$ cat src/rtl/sram_sdi_arbiter.sv
// Serial SRAM controller in SDI (dual-lane) mode. After reset it runs RSTIO and
// EDIO, then serves single-byte reads and writes from two round-robin ports.
// All pin-facing outputs are registered and decoded from next-state values,
// so CS/SCK/SIO never glitch.
module sram_sdi_arbiter #(
    parameter int GAP_CYCLES = 2,
    parameter bit INIT_EN    = 1'b1
) (
    input  logic        clk,
    input  logic        reset,
    output logic        ready,
    input  logic        a_req,
    input  logic        a_we,
    input  logic [15:0] a_addr,
    input  logic [7:0]  a_wdata,
    output logic        a_ack,
    output logic [7:0]  a_rdata,
    input  logic        b_req,
    input  logic        b_we,
    input  logic [15:0] b_addr,
    input  logic [7:0]  b_wdata,
    output logic        b_ack,
    output logic [7:0]  b_rdata,
    output logic        sck,
    output logic        cs,
    output logic [1:0]  sio_out,
    output logic [1:0]  sio_oe,
    input  logic [1:0]  sio_in
);

    typedef enum logic [3:0] {
        S_BOOT, S_RSTIO, S_EDIO, S_GAP, S_IDLE, S_CMD, S_ADDR, S_DUMMY, S_DATA
    } state_t;

    state_t      state_q, state_d;
    logic [15:0] cnt_q, cnt_d;       // clk cycles spent in the current state
    logic [31:0] sh_q, sh_d;         // outgoing bits, MSB leaves first
    logic [7:0]  rx_q, rx_d;
    logic        we_q, we_d;
    logic        gnt_b_q, gnt_b_d;   // current frame belongs to port B
    logic        last_b_q, last_b_d; // B was granted last; reset value makes A preferred
    logic        edio_next_q, edio_next_d; // the running gap is the one between RSTIO and EDIO
    logic        ready_q, ready_d;
    logic        a_ack_q, a_ack_d, b_ack_q, b_ack_d;
    logic [7:0]  a_rdata_q, a_rdata_d, b_rdata_q, b_rdata_d;
    logic        cs_q, cs_d, sck_q, sck_d;
    logic [1:0]  sio_out_q, sio_out_d, sio_oe_q, sio_oe_d;
    logic        pick_b, frame_d;

    // State, counters, shift registers and all registered outputs
    always_ff @(posedge clk) begin
        if (reset) begin
            state_q     <= S_BOOT;
            cnt_q       <= '0;
            sh_q        <= '0;
            rx_q        <= '0;
            we_q        <= 1'b0;
            gnt_b_q     <= 1'b0;
            last_b_q    <= 1'b1;
            edio_next_q <= 1'b0;
            ready_q     <= 1'b0;
            a_ack_q     <= 1'b0;
            b_ack_q     <= 1'b0;
            a_rdata_q   <= '0;
            b_rdata_q   <= '0;
            cs_q        <= 1'b1;
            sck_q       <= 1'b0;
            sio_out_q   <= '0;
            sio_oe_q    <= '0;
        end else begin
            state_q     <= state_d;
            cnt_q       <= cnt_d;
            sh_q        <= sh_d;
            rx_q        <= rx_d;
            we_q        <= we_d;
            gnt_b_q     <= gnt_b_d;
            last_b_q    <= last_b_d;
            edio_next_q <= edio_next_d;
            ready_q     <= ready_d;
            a_ack_q     <= a_ack_d;
            b_ack_q     <= b_ack_d;
            a_rdata_q   <= a_rdata_d;
            b_rdata_q   <= b_rdata_d;
            cs_q        <= cs_d;
            sck_q       <= sck_d;
            sio_out_q   <= sio_out_d;
            sio_oe_q    <= sio_oe_d;
        end
    end

    // Next-state: sequencing, arbitration, shifting and read capture
    always_comb begin
        state_d     = state_q;
        cnt_d       = cnt_q + 16'd1;
        sh_d        = sh_q;
        rx_d        = rx_q;
        we_d        = we_q;
        gnt_b_d     = gnt_b_q;
        last_b_d    = last_b_q;
        edio_next_d = edio_next_q;
        a_ack_d     = 1'b0;
        b_ack_d     = 1'b0;
        a_rdata_d   = a_rdata_q;
        b_rdata_d   = b_rdata_q;
        pick_b      = b_req && (!a_req || !last_b_q);
        case (state_q)
            S_BOOT: begin
                cnt_d   = '0;
                state_d = INIT_EN ? S_RSTIO : S_IDLE;
            end
            S_RSTIO: begin
                if (cnt_q == 16'd7) begin
                    state_d     = S_GAP;
                    cnt_d       = '0;
                    edio_next_d = 1'b1;
                end
            end
            S_EDIO: begin
                // single-lane SPI: one bit per SCK, advanced at end of the high cycle
                if (cnt_q[0]) sh_d = sh_q << 1;
                if (cnt_q == 16'd15) begin
                    state_d = S_GAP;
                    cnt_d   = '0;
                end
            end
            S_GAP: begin
                if (cnt_q == 16'(GAP_CYCLES - 1)) begin
                    cnt_d = '0;
                    if (edio_next_q) begin
                        state_d     = S_EDIO;
                        edio_next_d = 1'b0;
                        sh_d        = {8'h3B, 24'h0};
                    end else begin
                        state_d = S_IDLE;
                    end
                end
            end
            S_IDLE: begin
                cnt_d = '0;
                if (ready_q && (a_req || b_req)) begin
                    gnt_b_d  = pick_b;
                    last_b_d = pick_b;
                    we_d     = pick_b ? b_we : a_we;
                    sh_d     = pick_b ? {(b_we ? 8'h02 : 8'h03), b_addr, b_wdata}
                                      : {(a_we ? 8'h02 : 8'h03), a_addr, a_wdata};
                    state_d  = S_CMD;
                end
            end
            S_CMD: begin
                if (cnt_q[0]) sh_d = sh_q << 2;
                if (cnt_q == 16'd7) begin
                    state_d = S_ADDR;
                    cnt_d   = '0;
                end
            end
            S_ADDR: begin
                if (cnt_q[0]) sh_d = sh_q << 2;
                if (cnt_q == 16'd15) begin
                    state_d = we_q ? S_DATA : S_DUMMY;
                    cnt_d   = '0;
                end
            end
            S_DUMMY: begin
                if (cnt_q == 16'd7) begin
                    state_d = S_DATA;
                    cnt_d   = '0;
                end
            end
            S_DATA: begin
                if (we_q) begin
                    if (cnt_q[0]) sh_d = sh_q << 2;
                end else if (cnt_q[0]) begin
                    // sample on the edge that ends the SCK high cycle
                    rx_d = {rx_q[5:0], sio_in};
                end
                if (cnt_q == 16'd7) begin
                    state_d = S_GAP;
                    cnt_d   = '0;
                    a_ack_d = !gnt_b_q;
                    b_ack_d = gnt_b_q;
                    if (!we_q) begin
                        if (gnt_b_q) b_rdata_d = {rx_q[5:0], sio_in};
                        else         a_rdata_d = {rx_q[5:0], sio_in};
                    end
                end
            end
            default: begin
                state_d = S_BOOT;
                cnt_d   = '0;
            end
        endcase
    end

    // Pin decode from next-state values so the pins flop in step with the FSM
    always_comb begin
        frame_d   = state_d inside {S_RSTIO, S_EDIO, S_CMD, S_ADDR, S_DUMMY, S_DATA};
        cs_d      = !frame_d;
        sck_d     = frame_d && cnt_d[0];
        ready_d   = ready_q || (state_d == S_IDLE);
        sio_oe_d  = 2'b00;
        sio_out_d = 2'b00;
        case (state_d)
            S_RSTIO: begin
                sio_oe_d  = 2'b11;
                sio_out_d = 2'b11;
            end
            S_EDIO: begin
                sio_oe_d  = 2'b01;
                sio_out_d = {1'b0, sh_d[31]};
            end
            S_CMD, S_ADDR: begin
                sio_oe_d  = 2'b11;
                sio_out_d = sh_d[31:30];
            end
            S_DATA: begin
                if (we_d) begin
                    sio_oe_d  = 2'b11;
                    sio_out_d = sh_d[31:30];
                end
            end
            default: begin
                sio_oe_d  = 2'b00;
                sio_out_d = 2'b00;
            end
        endcase
    end

    assign ready   = ready_q;
    assign a_ack   = a_ack_q;
    assign b_ack   = b_ack_q;
    assign a_rdata = a_rdata_q;
    assign b_rdata = b_rdata_q;
    assign cs      = cs_q;
    assign sck     = sck_q;
    assign sio_out = sio_out_q;
    assign sio_oe  = sio_oe_q;

endmodule

$ cat config.mk
export PLATFORM = sky130hd
export DESIGN_NAME = sram_sdi_arbiter
export DESIGN_NICKNAME = d
export VERILOG_FILES = /design/src/rtl/sram_sdi_arbiter.sv
export SDC_FILE = /design/constraint.sdc
export NUM_CORES = 1
export LEC_CHECK = 0
export CORE_AREA = 2 2 90 92
export CTS_CLUSTER_SIZE = 25
export DETAILED_ROUTE_END_ITERATION = 12
export DIE_AREA = 0 0 92 94
export PLACE_DENSITY = 0.82
export RECOVER_POWER = 100
export SYNTH_ARGS = -nofsm -noshare
export SYNTH_HDL_FRONTEND = slang
export SYNTH_SLANG_ARGS = --single-unit
$ cat constraint.sdc
create_clock -name clk -period 4.21 [get_ports clk]
set_input_delay 0.842 -clock clk [delete_from_list [all_inputs] [get_ports clk]]
set_output_delay 0.842 -clock clk [all_outputs]
set_load 0.05 [all_outputs]
==> results.toml <==
[outcome]
status = "completed"

[cells_and_area]
final_cell_mix = "sky130_fd_sc_hd__dfxtp_1 (87), sky130_fd_sc_hd__nor2_1 (57), sky130_fd_sc_hd__clkdlybuf4s50_1 (53), sky130_fd_sc_hd__nand2_1 (50), sky130_fd_sc_hd__a21oi_1 (30)"
layout_commonest_cell = "sky130_fd_sc_hd__dfxtp_1"
nets = 581
final_design_area_no_fill_mm2 = 0.00520
diodes = 0
area_growth_syn_to_layout_pct = 24.1
drive_above_1_share_pct = 9.66

[die]
top_level_port_count = 81
floorplan.die_area_mm2 = 0.00865
die_width_um = 92
initial_core_util_pct = 55.0
placementRows = 32
die_h_um = 94
design.core.area_mm2 = 0.00761

[critical_path]
worstPathBufferInverterCount = 2
critPathKind = "in2reg"
path_delay_family = "buffers and inverters"
path_max_fanout = 27
cp-start-kind = "primary input"
critPathMostFrequentCell = "sky130_fd_sc_hd__o21ai_0"
crit_path_cell_trace = "dlygate4sd3_1 > o21ai_0 > nor4_4 > clkbuf_1 > o21ai_0 > nand2b_1 > a211o_1 > o2bb2ai_1"
cpPeakStageDelay_ns = 0.89
setup.worst_path.end_class = "flip-flop"
cp_data_arrival_time_ns = 3.64
critical_path_required_ns = 4.50
cp_max_stage_cell = "sky130_fd_sc_hd__clkbuf_1"

[global_routing]
antenna_violations_before_repair = 0
global_route.overflow_total = 0
global_route_wire_length_before_repair_um = 16300
vias_in_the_first_global_route = 3518
maximum_number_of_pins_on_one_net_before_global_route_repair = 47
grt_usage_pct = 23.2

[timing]
max_slew.worst_pin.slew_ns = 1.40
setup-tns-final_ns = 0
grt_setup_unrepaired = "false"
report.final.hold_viol_count = 0
fin_skew_ns = 0.00992
clock.fmax_ghz = 0.298
final_min_period_over_clock_period_pct = 79.6
finalMaxSlewViolations = 0
final-setup-viol-count = 0
slew_headroom_pct = 6.28
period_minus_slack_ns = 3.35

[yosys]
syn_avg_cell_area_um2 = 9.14
synthArstFlopShare_pct = 0
netlist_area_pre_place_mm2 = 0.00419
synth-seq-cells = 87
number_of_flops_mapped_to_enable_cells_by_yosys = 0
yosysSeqAreaShare_pct = 41.6
syn_nets = 516
ys.warnings.count = 0
netlist-cell-type-count = 59
syn-instance-count = 458
ys.flop_type = "sky130_fd_sc_hd__dfxtp_1"

[place]
dp.final_hpwl_um = 6720
numPortBuffers = 80
gp_congestion = 0.881
dpl-instance-area_mm2 = 0.00503

[route]
drc = 0
drt_wl_total_um = 9650
count_of_vias_placed_by_the_detailed_router = 3663
initialDrtViolationCount = 334
drt_first_pass_iters = 8
route.detailed.wl_per_inst_um = 15.3
detail_route.vias_per_cell = 5.81
ant_nets = 0

[clocking]
cts_resized = 0
cts_root_buffer = "sky130_fd_sc_hd__clkbuf_8"
worst_skew_pair.late_latency_ns = 0.36
clk_pin_slew_worst_paths_ns = 0.08
cts_max_level = 3
post-cts-setup-buffers = 0
cts_tree = "done"
holdBufCountCts = 0
cts_inserted_buffers = 9
cts_sinks = 87
cts-root-to-sink-buffers = 2

[power_and_ir_drop]
clockPowerShare_pct = 39.3
sw_share_pct = 23.0
cellPowerDensity_mw_per_mm2 = 311
power.static_leakage_nw = 1.95
cell_internal_pwr_mw = 1.25
p_sw_uw = 372
seq_power_share_pct = 51.8
power.share.combinational_pct = 8.9
vdd_ir_drop_max_mv = 0.297

[run]
max-cap-violations = 0

[worst_hold_path]
holdCritPathClass = "reg2reg"
## power by group through the flow
stage / clock [mW] / combinational (mW) / sequential (mW)
2_1_floorplan: 0 / 0.0665 / 0.868
3_5_place_dp: 0 / 0.149 / 0.857
6_report: 0.637 / 0.144 / 0.838
4_1_cts: 0.648 / 0.149 / 0.838
3_3_place_gp: 0 / 0.145 / 0.857
5_1_grt: 0.681 / 0.155 / 0.839
## cells in the mapped netlist, drive strengths merged (4+ instances only)
cell	n	share of area, %
mux2	24	6.5
nor2b	8	1.2
buf	9	1.1
nand2b	6	0.96
a22o	5	1.0
nor4	4	1.8
a21oi	30	3.6
nor3	6	0.99
a222oi	24	5.7
nand3	13	1.6
nor2	57	5.1
clkbuf	21	1.9
mux2i	25	6.0
dfxtp	87	42
and3	8	1.2
o21ai	11	1.3
xor2	9	1.9
xnor2	6	1.3
inv	7	0.63
nand2	50	4.5
## metrics by stage
step | instances | power [mW] | worst slack, ns | hold WS, ns | util (%)
2_1_floorplan | 458 | 0.935 | 1.64 | 0.438 | -
3_3_place_gp | 614 | 1.00 | 1.12 | 0.455 | 66.1
3_5_place_dp | 614 | 1.01 | 1.05 | 0.462 | 66.1
4_1_cts | 630 | 1.64 | 1.34 | 0.474 | 69.0
5_1_grt | 630 | 1.67 | 0.691 | 0.495 | 68.3
6_report | 630 | 1.62 | 0.858 | 0.475 | 68.3
## worst paths after layout
path / cells after the start / to / from / slack (ns)
min reg2reg: 2 / sh_q[9]$_SDFFE_PP0P_ / sh_q[9]$_SDFFE_PP0P_ / 0.47
max: 8 / sio_out[0]$_SDFF_PP0_ / a_req / 0.86
max reg2reg: 6 / sh_q[23]$_SDFFE_PP0P_ / state_q[0]$_SDFF_PP0_ / 0.96
min: 2 / sh_q[9]$_SDFFE_PP0P_ / sh_q[9]$_SDFFE_PP0P_ / 0.47
## cell families after synthesis
group                      share of synthesized area [%]
DFF                                                 41.6
muxes                                               12.5
AOI/OAI and AO/OA                                   17.6
and+or+nand+nor                                     21.0
xor gates and xnor gates                            3.14
buffers and inverters                               3.59
adders and majority gates                          0.598
## layer usage
| layer | track usage, % | vias up | share of wire (%) | routed length, um |
|---|---|---|---|---|
| met5 | 0 | - | 0 | 0 |
| met4 | 9.20 | 0 | 1.7 | 165 |
| met3 | 5.14 | 15 | 4.9 | 475 |
| met2 | 40.3 | 100 | 51 | 4930 |
| met1 | 28.0 | 1755 | 42 | 4080 |
| li1 | - | 1793 | - | - |
## state kept, by name, summed over array words and instances (netlist names), 2 cells and up
register  flops
sio_out       2
rx_q          6
a_rdata       8
sh_q         32
state_q       4
sio_oe        2
b_rdata       8
cnt_q        16
## final cells by class
cell class,count,area [um^2]
inverter,7,26.3
timing repair buffer,84,822
clock buffer,9,124
tap,102,128
clock inverter,7,96.3
fill,630,2410
multi-input combinational,334,2260
sequential,87,1740
## tightest hold or removal path: stages, from the launching register on
cell,delay [ns]
sky130_fd_sc_hd__dfxtp_1,0.33
sky130_fd_sc_hd__nand2_1,0.06
sky130_fd_sc_hd__a21oi_1,0.05
(Power assumes the default switching activity.)
